<file path="src/rtl/pipe_ctrl_pkg.sv">
// Shared types and constants for the pipeline hazard/sequencing controller.
package pipe_ctrl_pkg;

    typedef enum logic [2:0] {
        RUN   = 3'd0,
        SLEEP = 3'd1,
        TRAP  = 3'd2,
        RET   = 3'd3,
        HOLD  = 3'd4
    } state_t;

    localparam logic [1:0] PCSEL_SEQ   = 2'd0;
    localparam logic [1:0] PCSEL_MTVEC = 2'd1;
    localparam logic [1:0] PCSEL_MEPC  = 2'd2;

endpackage

</file>
<file path="src/rtl/pipeline_ctrl_hazard_detect.sv">
// Load-use comparator: a load in EX whose destination feeds the ID instruction.
module hazard_detect (
    input  logic       ex_memread,
    input  logic [4:0] ex_rd,
    input  logic [4:0] id_rs1,
    input  logic [4:0] id_rs2,
    output logic       lu_hazard
);

    always_comb begin
        lu_hazard = ex_memread && (ex_rd != '0) && ((ex_rd == id_rs1) || (ex_rd == id_rs2));
    end

endmodule

</file>
<file path="src/rtl/pipeline_ctrl.sv">
// Hazard and sequencing controller: load-use stalls, branch flushes, memory
// wait, WFI sleep, trap entry and MRET return for the 5-stage core.
module pipeline_ctrl
    import pipe_ctrl_pkg::*;
#(
    parameter int unsigned FLUSH_CYC = 2,
    parameter int unsigned XLEN      = 32
) (
    input  logic            clk,
    input  logic            rst,
    input  logic            im_busy,
    input  logic            dm_busy,
    input  logic [4:0]      id_rs1,
    input  logic [4:0]      id_rs2,
    input  logic [4:0]      ex_rd,
    input  logic            ex_memread,
    input  logic            ex_br_taken,
    input  logic            id_wfi,
    input  logic            id_mret,
    input  logic            irq_pend,
    input  logic            irq_en,
    input  logic [XLEN-1:0] id_pc,
    output logic            stall,
    output logic            flush,
    output logic            idex_flush,
    output logic            waiting,
    output logic            wfi,
    output logic            mret,
    output logic            p,
    output logic [1:0]      pc_sel,
    output logic            mepc_we,
    output logic [XLEN-1:0] mepc_val,
    output logic [2:0]      state_o
);

    localparam logic [2:0] CNT_LOAD = 3'(FLUSH_CYC - 1);

    state_t            state, state_next;
    logic [2:0]        cnt, cnt_next;
    logic [XLEN-1:0]   mepc_q, mepc_next;
    logic              lu_hazard;

    hazard_detect u_hazard_detect (
        .ex_memread (ex_memread),
        .ex_rd      (ex_rd),
        .id_rs1     (id_rs1),
        .id_rs2     (id_rs2),
        .lu_hazard  (lu_hazard)
    );

    always_ff @(posedge clk or negedge rst) begin
        if (!rst) begin
            state  <= RUN;
            cnt    <= '0;
            mepc_q <= '0;
        end else begin
            state  <= state_next;
            cnt    <= cnt_next;
            mepc_q <= mepc_next;
        end
    end

    always_comb begin
        state_next = state;
        cnt_next   = cnt;
        mepc_next  = mepc_q;
        stall      = 1'b0;
        flush      = 1'b0;
        idex_flush = 1'b0;
        wfi        = 1'b0;
        mret       = 1'b0;
        p          = 1'b0;
        pc_sel     = PCSEL_SEQ;
        mepc_we    = 1'b0;
        waiting    = im_busy | dm_busy;

        if (waiting) begin
            wfi = (state == SLEEP);
        end else begin
            unique case (state)
                // MRET alongside a taken branch still returns; pc_sel = mepc overrides the branch.
                RUN: begin
                    if (irq_pend && irq_en) begin
                        state_next = TRAP;
                        mepc_next  = id_pc;
                    end else if (id_mret) begin
                        state_next = RET;
                    end else if (ex_br_taken) begin
                        flush      = 1'b1;
                        idex_flush = 1'b1;
                    end else if (lu_hazard) begin
                        stall      = 1'b1;
                        idex_flush = 1'b1;
                    end else if (id_wfi) begin
                        state_next = SLEEP;
                        idex_flush = 1'b1;
                    end
                end
                SLEEP: begin
                    wfi   = 1'b1;
                    flush = 1'b1;
                    if (irq_pend) begin
                        if (irq_en) begin
                            state_next = TRAP;
                            mepc_next  = id_pc + XLEN'(4);
                        end else begin
                            state_next = RUN;
                        end
                    end
                end
                TRAP: begin
                    p          = 1'b1;
                    pc_sel     = PCSEL_MTVEC;
                    mepc_we    = 1'b1;
                    flush      = 1'b1;
                    idex_flush = 1'b1;
                    cnt_next   = CNT_LOAD;
                    state_next = (FLUSH_CYC == 1) ? RUN : HOLD;
                end
                RET: begin
                    mret       = 1'b1;
                    pc_sel     = PCSEL_MEPC;
                    flush      = 1'b1;
                    idex_flush = 1'b1;
                    cnt_next   = CNT_LOAD;
                    state_next = (FLUSH_CYC == 1) ? RUN : HOLD;
                end
                HOLD: begin
                    flush    = 1'b1;
                    cnt_next = cnt - 3'd1;
                    if (cnt == 3'd1) state_next = RUN;
                end
                default: state_next = RUN;
            endcase
        end

        // Outputs read as all-zero for the whole time reset is asserted.
        if (!rst) begin
            stall      = 1'b0;
            flush      = 1'b0;
            idex_flush = 1'b0;
            waiting    = 1'b0;
            wfi        = 1'b0;
            mret       = 1'b0;
            p          = 1'b0;
            pc_sel     = PCSEL_SEQ;
            mepc_we    = 1'b0;
        end
    end

    assign mepc_val = mepc_q;
    assign state_o  = state;

endmodule

</file>
<file path="config.mk">
export PLATFORM = sky130hd
export DESIGN_NAME = pipeline_ctrl
export DESIGN_NICKNAME = d
export VERILOG_FILES = /design/src/rtl/pipe_ctrl_pkg.sv /design/src/rtl/pipeline_ctrl_hazard_detect.sv /design/src/rtl/pipeline_ctrl.sv
export SDC_FILE = /design/constraint.sdc
export NUM_CORES = 1
export LEC_CHECK = 0
export ABC_CLOCK_PERIOD_IN_PS = 5150
export CORE_ASPECT_RATIO = 0.9
export CORE_MARGIN = 4
export CORE_UTILIZATION = 47
export CTS_CLUSTER_DIAMETER = 80
export DETAILED_ROUTE_END_ITERATION = 12
export MAX_ROUTING_LAYER = met4
export PLACE_DENSITY = 0.86
export REMOVE_ABC_BUFFERS = 1
export SYNTH_ARGS = -nofsm -noshare
export SYNTH_HDL_FRONTEND = slang
export SYNTH_SLANG_ARGS = --single-unit
export TNS_END_PERCENT = 50
</file>
<file path="constraint.sdc">
create_clock -name clk -period 5.15 [get_ports clk]
set_clock_uncertainty 0.05 [all_clocks]
set_input_delay 1.03 -clock clk [delete_from_list [all_inputs] [get_ports clk]]
set_output_delay 1.03 -clock clk [all_outputs]
set_load 0.1 [all_outputs]
</file>
==> impl_metrics.tcl <==
set metrics [dict create \
    hpwlAfterDp_um 5325 \
    gp_congestion 0.8667 \
    vias 2360 \
    synth-xor-area-share_pct 13.65 \
    wl_per_cell_um 15.07 \
    slowest_stage "clkdlybuf4s50_1" \
    report.final.setup_viol 0 \
    die_h_um 78.12 \
    ys_dominant_reg_cell "dfrtp_1" \
    drv_slew 0 \
    timing.fmax_mhz 237.5 \
    dr.pass1.iters 4 \
    rsz0062_at_grt "no" \
    synth_seq_area_share_pct 37.04 \
    die_w_um 85.91 \
    p_clk_share_pct 8.5 \
    setup_ws_ns 0.9386 \
    worst_slew_pin_slew_ns 1.012 \
    synth_cells 282 \
    synth_mux_area_share_pct 1.267 \
    crit_required_ns 4.07 \
    routed_via_density 5.303 \
    crit_family "buffers and inverters" \
    cts_setup_buffers 0 \
    synthAdderAreaFrac_pct 1.462 \
    synth_compound_area_share_pct 12.43 \
    dieArea_um2 6710 \
    drt_iter0_markers 78 \
    ys_types 44 \
    p_comb_share_pct 68.9 \
    maxCapViolCount 0 \
    drive_gt1_share_pct 11.38 \
    cts_tree "built" \
    setup_tns_ns 0 \
    insertion_delay_ns 0.28 \
    postSynthAreaPerCell_um2 9.104 \
    netlist.area_leader.share_pct 37.04 \
    cellInternalPower_w 0.0009438 \
    ant_nets 0 \
    fin_crit_ns 4.211 \
    critPathCaptureType "primary output" \
    port_buffers 101 \
    rows 25 \
    preCtsSetupSlack_ns 0.9886 \
    io_pins 102 \
    grt_use_total_pct 20.76 \
    cts.sinks 38 \
    switchingPower_w 0.001525 \
    cts_root_buf "clkbuf_8" \
    gr-total-overflow 0 \
    cp.arrival_ns 3.13 \
    fill_cells 429 \
    cts_resized 0 \
    antenna_found_initial 0 \
    outcome "complete, no violations" \
    critical_path_buf_inv_count 2 \
    areaGrowthSynthToFinish_pct 41.52 \
    cts_max_path_buffers 2 \
    antenna_cells 0 \
    ys_seq_elements 38 \
    finalHoldViolCount 0 \
    crit_chain "clkdlybuf4s50_1 > a2111oi_4 > and2b_1 > o211ai_1 > a21oi_1 > nor3b_1 > buf_4" \
    grt_max_degree 63 \
    htree_levels 2 \
    drcViolationCount 0 \
    grt_pass1_vias 2372 \
    worstSetupPathType "input pin to primary output" \
    yosys.area_share.simple_pct 28.31 \
    holdCritPathClass "flip-flop to flip-flop" \
    coreArea_um2 5286 \
    ir_drop_uv 492.0 \
    synth_top_family_by_area "simple AND/OR/NAND/NOR gates" \
    syn_area_um2 2567 \
    yosys.area.top_type "dfrtp_1" \
    p_leak_nw 1.428 \
    fin_nets 437 \
    slew_headroom_pct 32.30 \
    grt_pass1_wl_um 11030 \
    crit_fanout 4 \
    cts_buffers 5 \
    cts.clk_slew.worst_paths_ns 0.07 \
    hold_buffers 0 \
    wl_um 6704 \
    max_stage_delay_ns 0.50 \
    yosysWarnings 0 \
    async_flop_share_pct 100.0 \
    swShare_pct 61.78 \
    synthTopCellsByArea "dfrtp_1 37%, xnor2_1 8.9%, nand2_1 6.6%, o21ai_0 5.1%, xor2_1 4.8%" \
    period_share_pct 81.77 \
    synth_edf_count 0 \
    start_util_pct 48.57 \
    pwr-share-seq_pct 22.6 \
    powerDensity_nw_per_um2 679.5 \
    critPathLaunchType "input pin" \
]
==> worst reg2reg max path: stages, from the launching register on <==
cell,delay (ns)
dfrtp_1,0.59
nor3b_4,0.69
nand3_4,0.20
nor4_2,0.35
xnor2_1,0.18
o21ai_2,0.06
==> cell families (layout without fill, tap and decap cells) <==
family	after synthesis	count (layout)
AOI/OAI and AO/OA	54	54
xor gates and xnor gates	40	40
adders and majority gates	3	3
buffers and inverters	27	123
DFF	38	38
muxes	3	3
and+or+nand+nor	117	117
==> sequential cells by signal, summed over array words and instances (netlist names) <==
| register | flops |
|---|---|
| mepc_val | 32 |
| state_o | 3 |
| cnt | 3 |
==> worst paths after layout <==
path	depth (start not counted)	to	from	slack [ns]
worst max-delay path	7	stall	irq_pend	0.94
worst min-delay path	2	mepc_val[6]	mepc_val[6]	0.43
worst max register to register	5	mepc_val[19]	state_o[2]	2.91
worst min register to register	2	mepc_val[6]	mepc_val[6]	0.43
max in group asynchronous	2	mepc_val[9]	rst	3.73
min in group asynchronous	1	mepc_val[29]	rst	0.65
==> synth_stat cells (2+ instances only) <==
cell type,number
nand2_1,45
dfrtp_1,38
o21ai_0,26
xnor2_1,26
xor2_1,14
nand3_1,13
inv_1,12
o21ai_1,12
nor3_1,11
clkbuf_1,7
nor2_1,7
a21oi_1,6
nor4_2,6
and2_1,5
buf_6,5
nand4_1,5
and3_1,4
and4_1,4
buf_4,3
ha_1,3
nand4_4,3
mux2_2,2
nand3_4,2
nor3_2,2
o22ai_1,2
==> through the flow <==
stage	util [%]	total power, W	hold WS, ns	instance area, um2	instances
5_1_grt	68.73	0.002576	0.4660	3633	445
3_3_place_gp	67.01	0.002238	0.4115	3542	437
3_5_place_dp	67.01	0.002268	0.4202	3542	437
6_report	68.73	0.002469	0.4321	3633	445
2_1_floorplan	-	0.001832	0.4158	2462	267
4_1_cts	68.73	0.002483	0.4385	3633	445
==> layer usage <==
layer / global-route usage, % / wire length [um] / vias up
met4: 6.171 / 154 / 0
li1: - / - / 1163
met5: - / 0 / -
met3: 3.043 / 296 / 12
met1: 25.15 / 2770 / 1125
met2: 35.75 / 3482 / 60
==> layout by cell type (no fill, tap or decap), types with 7 or more instances in the layout <==
cell / instances
nand2_1: 45
nand3_1: 13
o21ai_1: 12
o21ai_0: 26
buf_4: 12
xnor2_1: 26
xor2_1: 14
nor2_1: 7
dfrtp_1: 38
inv_1: 12
clkdlybuf4s50_1: 90
nor3_1: 11
==> power groups by stage <==
stage	sequential [W]	clock, W	combinational (W)
after floorplan	0.00153	0	0.000299
after global placement	0.000553	0	0.00169
after detailed placement	0.000561	0	0.00171
after CTS	0.000557	0.000217	0.00171
final	0.000558	0.000211	0.00170
after global routing	0.000583	0.000229	0.00176
==> area by class of cell <==
class	count	area, um2	area share [%]
clock buffer	7	86.33	2.376
multi-input combinational	217	1466	40.36
sequential	38	950.9	26.17
inverter	12	45.04	1.240
timing repair buffer	103	996.0	27.41
tap	67	83.83	2.307
clock inverter	1	5.005	0.1377
Power figures use the tool's default switching activity.
